`src/rtl/pipeline_ctrl_commit.sv`:
```
// SPI command decoder with shadow registers committed to the active
// overlay/scale/offset/clip settings at the next vertical blanking.
//
// state   | meaning
// --------+-----------------------------------------------------------
// IDLE    | expecting an opcode byte
// DATA_HI | expecting the high byte of a 2-byte operand
// DATA_LO | expecting the final operand byte; shadow write on receipt
// DISCARD | unknown opcode seen, ignore bytes until cs_end
module pipeline_ctrl_commit #(
  parameter int PRECISION = 15
) (
  input  logic                        clk,
  input  logic                        rst,
  input  logic                        rx_valid,
  input  logic [7:0]                  rx_data,
  input  logic                        cs_end,
  input  logic                        frame_start,
  output logic [1:0]                  ctrl_overlay_mode,
  output logic [1:0]                  ctrl_fg_scale,
  output logic signed [PRECISION:0]   ctrl_fg_offset_x,
  output logic signed [PRECISION:0]   ctrl_fg_offset_y,
  output logic [PRECISION-1:0]        ctrl_fg_clip_left,
  output logic [PRECISION-1:0]        ctrl_fg_clip_right,
  output logic [PRECISION-1:0]        ctrl_fg_clip_top,
  output logic [PRECISION-1:0]        ctrl_fg_clip_bottom,
  output logic [7:0]                  status
);

  localparam logic [1:0] IDLE    = 2'd0;
  localparam logic [1:0] DATA_HI = 2'd1;
  localparam logic [1:0] DATA_LO = 2'd2;
  localparam logic [1:0] DISCARD = 2'd3;

  localparam logic [7:0] OP_OVERLAY  = 8'h01;
  localparam logic [7:0] OP_SCALE    = 8'h02;
  localparam logic [7:0] OP_OFFSET_X = 8'h03;
  localparam logic [7:0] OP_OFFSET_Y = 8'h04;
  localparam logic [7:0] OP_CLIP_L   = 8'h05;
  localparam logic [7:0] OP_CLIP_R   = 8'h06;
  localparam logic [7:0] OP_CLIP_T   = 8'h07;
  localparam logic [7:0] OP_CLIP_B   = 8'h08;
  localparam logic [7:0] OP_COMMIT   = 8'h10;
  localparam logic [7:0] OP_CLR_ERR  = 8'h11;

  logic [1:0]                 state;
  logic [7:0]                 opcode;
  logic [7:0]                 data_hi;
  logic                       commit_pending;
  logic                       error_sticky;
  logic                       apply;
  logic [15:0]                data_word;

  logic [1:0]                 sh_overlay_mode;
  logic [1:0]                 sh_fg_scale;
  logic signed [PRECISION:0]  sh_offset_x;
  logic signed [PRECISION:0]  sh_offset_y;
  logic [PRECISION-1:0]       sh_clip_left;
  logic [PRECISION-1:0]       sh_clip_right;
  logic [PRECISION-1:0]       sh_clip_top;
  logic [PRECISION-1:0]       sh_clip_bottom;

  // A commit strobed in the same cycle as frame_start is not yet visible here,
  // so it waits for the following frame.
  assign apply     = frame_start && commit_pending;
  assign data_word = {data_hi, rx_data};
  assign status    = {commit_pending, error_sticky, 6'b0};

  always_ff @(posedge clk) begin
    if (rst) begin
      state               <= IDLE;
      opcode              <= '0;
      data_hi             <= '0;
      commit_pending      <= 1'b0;
      error_sticky        <= 1'b0;
      sh_overlay_mode     <= '0;
      sh_fg_scale         <= '0;
      sh_offset_x         <= '0;
      sh_offset_y         <= '0;
      sh_clip_left        <= '0;
      sh_clip_right       <= '0;
      sh_clip_top         <= '0;
      sh_clip_bottom      <= '0;
      ctrl_overlay_mode   <= '0;
      ctrl_fg_scale       <= '0;
      ctrl_fg_offset_x    <= '0;
      ctrl_fg_offset_y    <= '0;
      ctrl_fg_clip_left   <= '0;
      ctrl_fg_clip_right  <= '0;
      ctrl_fg_clip_top    <= '0;
      ctrl_fg_clip_bottom <= '0;
    end else begin
      // Nonblocking copy picks up the pre-write shadow if a write coincides.
      if (apply) begin
        ctrl_overlay_mode   <= sh_overlay_mode;
        ctrl_fg_scale       <= sh_fg_scale;
        ctrl_fg_offset_x    <= sh_offset_x;
        ctrl_fg_offset_y    <= sh_offset_y;
        ctrl_fg_clip_left   <= sh_clip_left;
        ctrl_fg_clip_right  <= sh_clip_right;
        ctrl_fg_clip_top    <= sh_clip_top;
        ctrl_fg_clip_bottom <= sh_clip_bottom;
        commit_pending      <= 1'b0;
      end

      if (cs_end) begin
        state <= IDLE;
        if (state == DATA_HI || state == DATA_LO)
          error_sticky <= 1'b1;
      end else if (rx_valid) begin
        case (state)
          IDLE: begin
            opcode <= rx_data;
            case (rx_data)
              OP_OVERLAY, OP_SCALE:
                state <= DATA_LO;
              OP_OFFSET_X, OP_OFFSET_Y, OP_CLIP_L, OP_CLIP_R, OP_CLIP_T, OP_CLIP_B:
                state <= DATA_HI;
              OP_COMMIT:
                commit_pending <= 1'b1;
              OP_CLR_ERR:
                error_sticky <= 1'b0;
              default: begin
                error_sticky <= 1'b1;
                state        <= DISCARD;
              end
            endcase
          end
          DATA_HI: begin
            data_hi <= rx_data;
            state   <= DATA_LO;
          end
          DATA_LO: begin
            case (opcode)
              OP_OVERLAY:  sh_overlay_mode <= rx_data[1:0];
              OP_SCALE:    sh_fg_scale     <= rx_data[1:0];
              OP_OFFSET_X: sh_offset_x     <= data_word[PRECISION:0];
              OP_OFFSET_Y: sh_offset_y     <= data_word[PRECISION:0];
              OP_CLIP_L:   sh_clip_left    <= data_word[PRECISION-1:0];
              OP_CLIP_R:   sh_clip_right   <= data_word[PRECISION-1:0];
              OP_CLIP_T:   sh_clip_top     <= data_word[PRECISION-1:0];
              OP_CLIP_B:   sh_clip_bottom  <= data_word[PRECISION-1:0];
              default:     ;
            endcase
            state <= IDLE;
          end
          default: ;
        endcase
      end
    end
  end

endmodule

```
`config.mk`:
```
export PLATFORM = sky130hd
export DESIGN_NAME = pipeline_ctrl_commit
export DESIGN_NICKNAME = d
export VERILOG_FILES = /design/src/rtl/pipeline_ctrl_commit.sv
export SDC_FILE = /design/constraint.sdc
export NUM_CORES = 1
export LEC_CHECK = 0
export ABC_AREA = 1
export CAP_MARGIN = 20
export CORE_ASPECT_RATIO = 1.1
export CORE_UTILIZATION = 53
export CTS_CLUSTER_DIAMETER = 200
export DETAILED_ROUTE_END_ITERATION = 10
export GPL_TIMING_DRIVEN = 0
export PLACE_DENSITY = 0.79
export RECOVER_POWER = 25
export SYNTH_ARGS = -nofsm -noshare
export SYNTH_HDL_FRONTEND = slang
export SYNTH_SLANG_ARGS = --single-unit
```
`constraint.sdc`:
```
create_clock -name clk -period 1.6 [get_ports clk]
set_input_delay 0.32 -clock clk [delete_from_list [all_inputs] [get_ports clk]]
set_output_delay 0.32 -clock clk [all_outputs]
set_load 0.005 [all_outputs]
```
==> results.yml <==
clock_tree:
  ctsHtreeMaxLevel: 1
  cts_tree: "done"
  cts_root_buf: "clkbuf_16"
  clock-sinks: 212
  clk_pin_slew_ps: 70
  cts_made_buffers: 20
  clockBufferDepth: 3
  clk_latency_ps: 490
cells_and_area:
  nets: 1153
  stdcell_area_um2: 9780
  area_growth_pct: 27.3
  drive_gt1_frac: 0.102
  n_antenna_cell: 0
sta:
  tightest_slew_ps: 771
  fin_crit_ps: 1640
  fin_worst_skew_ps: 6.83
  relSlewSlack: 0.486
  finalCritPeriodShare: 1.03
  finalWorstSetupSlack_ps: -43.0
  setup_viol: 9
  fmax_ghz: 0.609
  rsz0062_at_grt: "true"
  finalHoldViolCount: 0
  maxSlewViolCount: 0
grt:
  use_met2: 0.473
  grt_pass1_vias: 6546
  grt_usage: 0.278
  grt_use_met3: 0.0421
  grtUsageMet1: 0.341
  gr-total-overflow: 0
  grt_pass1_wl_um: 32400
  grt_start_max_net_pins: 19
  antenna_found_initial: 0
  grt_busiest_layer: "met2"
floorplanning:
  die_h_um: 128
  core-area_um2: 14000
  die_area_um2: 15000
  start_util: 0.550
  std_cell_rows: 45
  pin_count: 117
  die_w_um: 117
synthesis:
  synthesis.area_um2: 7690
  synth-compound-area-share: 0.169
  ys_seq_elements: 212
  synth_top_family_by_area: "simple AND/OR/NAND/NOR gates"
  synthMuxAreaShare: 0
  synth_top_area_share: 0.552
  synth_xor_area_frac: 0
  synth_fa_ha_area_frac: 0.00488
  synth_cell_types: 24
  synth_warnings: 0
  post_synth.cell_area_avg_um2: 7.71
  synth_area_leader_cell: "dfxtp_1"
  yosys.area_share.simple: 0.215
  synthTopCellsByArea: "dfxtp_1 (55%), nor2_1 (17%), o21ai_0 (12%), a21oi_1 (3.7%), clkbuf_1 (2.7%)"
  ys_seq_area_frac: 0.552
  syn_inst: 997
pwr:
  internal-power_uw: 8450
  clkPwrFrac: 0.457
  p_seq_frac: 0.493
  switching_share: 0.219
  p_leak_uw: 0.00416
  powerDensity_nw_per_um2: 1110
  vdd_ir_drop_max_mv: 0.772
  p_switching_uw: 2370
  power_frac_comb: 0.049
placed_design:
  place_congestion: 0.838
  io_buffers: 106
  dpl-instance-area_um2: 9000
  pre_cts_ws_ps: -709
  place_hpwl_um: 13400
run_status:
  run_status: "complete, but fails checks"
  violations: "negative setup slack"
routing:
  drtIter0Drc: 732
  drtAntennaViolNets: 0
  finalWirelength_um: 20900
  viasPerCell: 5.37
  num_vias: 7183
  drtPass1Iterations: 7
  wl_per_cell_um: 15.6
  drc: 0
setup_path:
  worstSetupStartpointType: "flop"
  end_kind: "flop"
  crit_family: "simple AND/OR/NAND/NOR gates"
  critical_path.cell_chain: "inv_2 > nand4_4 > nor3_4 > buf_6 > nand2_4 > clkbuf_8 > o21ai_1 > nor2_1"
  critical_path.slowest_cell: "nor3_4"
  path_class: "flop to flop"
  crit_arrival_ps: 2030
  cp.required_ps: 1990
  cp_num_buf_inv: 3
  max_stage_delay_ps: 340
  critPathMaxFanout: 10
min_path:
  min_path_type: "input pin to flop"
run:
  cap_violations: 0
[metal layers]
| metal | part of all wire | routed length, um |
|---|---|---|
| met5 | 0 | 0 |
| met4 | 0.040 | 844 |
| met3 | 0.082 | 1710 |
| met1 | 0.40 | 8320 |
| met2 | 0.48 | 9990 |
[synthesized netlist by cell type]
library cell and count:
nor3_2 2, buf_1 1, nand3_1 15, nand4_2 1, nand2_2 4, nor3_1 2
conb_1 1, clkbuf_1 55, nand3b_1 1, nor2_2 2, o21ai_1 11, dfxtp_1 212
o21ai_0 190, buf_2 7, buf_4 11, buf_6 1, nor2_1 353, nand2_1 35
a31oi_1 1, a21oi_1 57, ha_1 3, inv_1 24, inv_2 6, nor3_4 2
[cells by family (layout without fill, tap and decap cells)]
logic type               Yosys count  after routing
adder cells (fa/ha/maj)            3              3
AND/OR/NAND/NOR                  417            417
AO/OA/AOI/OAI                    259            259
other                              1              6
buffers and inverters            105            252
flip-flops                       212            212
[path summary, 6_finish.rpt]
path / from / end / slack, ps / cells after the start
max: opcode[6]$_SDFFE_PP0P_ / sh_offset_x[12]$_SDFFE_PP0P_ / -40 / 8
min: rx_data[3] / data_hi[3]$_SDFFE_PP0P_ / 420 / 3
min reg2reg: ctrl_fg_clip_right[5]$_SDFFE_PP0P_ / ctrl_fg_clip_right[5]$_SDFFE_PP0P_ / 470 / 2
max reg2reg: opcode[6]$_SDFFE_PP0P_ / sh_offset_x[12]$_SDFFE_PP0P_ / -40 / 8
[layout by cell type, fill, tap and decap left out, drive strengths merged, types with 15 or more instances in the layout]
| cell type | count |
|---|---|
| a21oi | 57 |
| buf | 25 |
| clkbuf | 84 |
| dfxtp | 212 |
| dlygate4sd2 | 100 |
| inv | 30 |
| nand2 | 39 |
| nand3 | 15 |
| nor2 | 355 |
| o21ai | 201 |
[flip-flops by register name, indices dropped and copies added (netlist names), 2 cells and up]
| signal | cells |
|---|---|
| ctrl_fg_clip_right | 15 |
| ctrl_overlay_mode | 2 |
| sh_clip_top | 15 |
| opcode | 8 |
| sh_fg_scale | 2 |
| sh_clip_bottom | 15 |
| ctrl_fg_clip_top | 15 |
| sh_offset_x | 16 |
| ctrl_fg_clip_left | 15 |
| ctrl_fg_clip_bottom | 15 |
| sh_overlay_mode | 2 |
| data_hi | 8 |
| ctrl_fg_offset_x | 16 |
| ctrl_fg_scale | 2 |
| ctrl_fg_offset_y | 16 |
| state | 2 |
| sh_clip_right | 15 |
| sh_offset_y | 16 |
| sh_clip_left | 15 |
[stage by stage]
stage	hold WS (ps)	total power, uW	cells	setup TNS, ps	util
6_report	423	10800	1337	-199	0.700
5_1_grt	426	11100	1337	-1290	0.700
4_1_cts	383	10800	1333	0	0.694
3_5_place_dp	462	5910	1296	-106790	0.645
3_3_place_gp	457	5900	1296	-106650	0.645
2_1_floorplan	430	5750	1002	0	-
[cell type report]
cell class	instances	area (um2)
buffer	71	364
clock buffer	27	568
clock inverter	7	113
fill	1240	4180
inverter	30	118
multi-input combinational	685	3100
sequential	212	4260
tap	188	235
timing repair buffer	117	1030
[worst reg2reg max path: stages, from the launching register on]
cell and delay, ps:
dfxtp_1 310, inv_2 70, nand4_4 190, nor3_4 340, buf_6 150, nand2_4 70
clkbuf_8 180, o21ai_1 150, nor2_1 60
[power groups by stage]
stage	logic (uW)	clock network (uW)	registers, uW
finish	534	4940	5340
global route	587	5200	5330
floorplan	312	0	5440
global placement	457	0	5450
CTS	492	4970	5330
detailed placement	464	0	5450
[repair_timing]
action                     CTS  global route
setup endpoints to repair  263           132
pin swaps                    3             4
buffers inserted             5             6
hold buffers                 0             0
resized for setup          152            55
No activity file was read; power rests on OpenSTA's default activity.
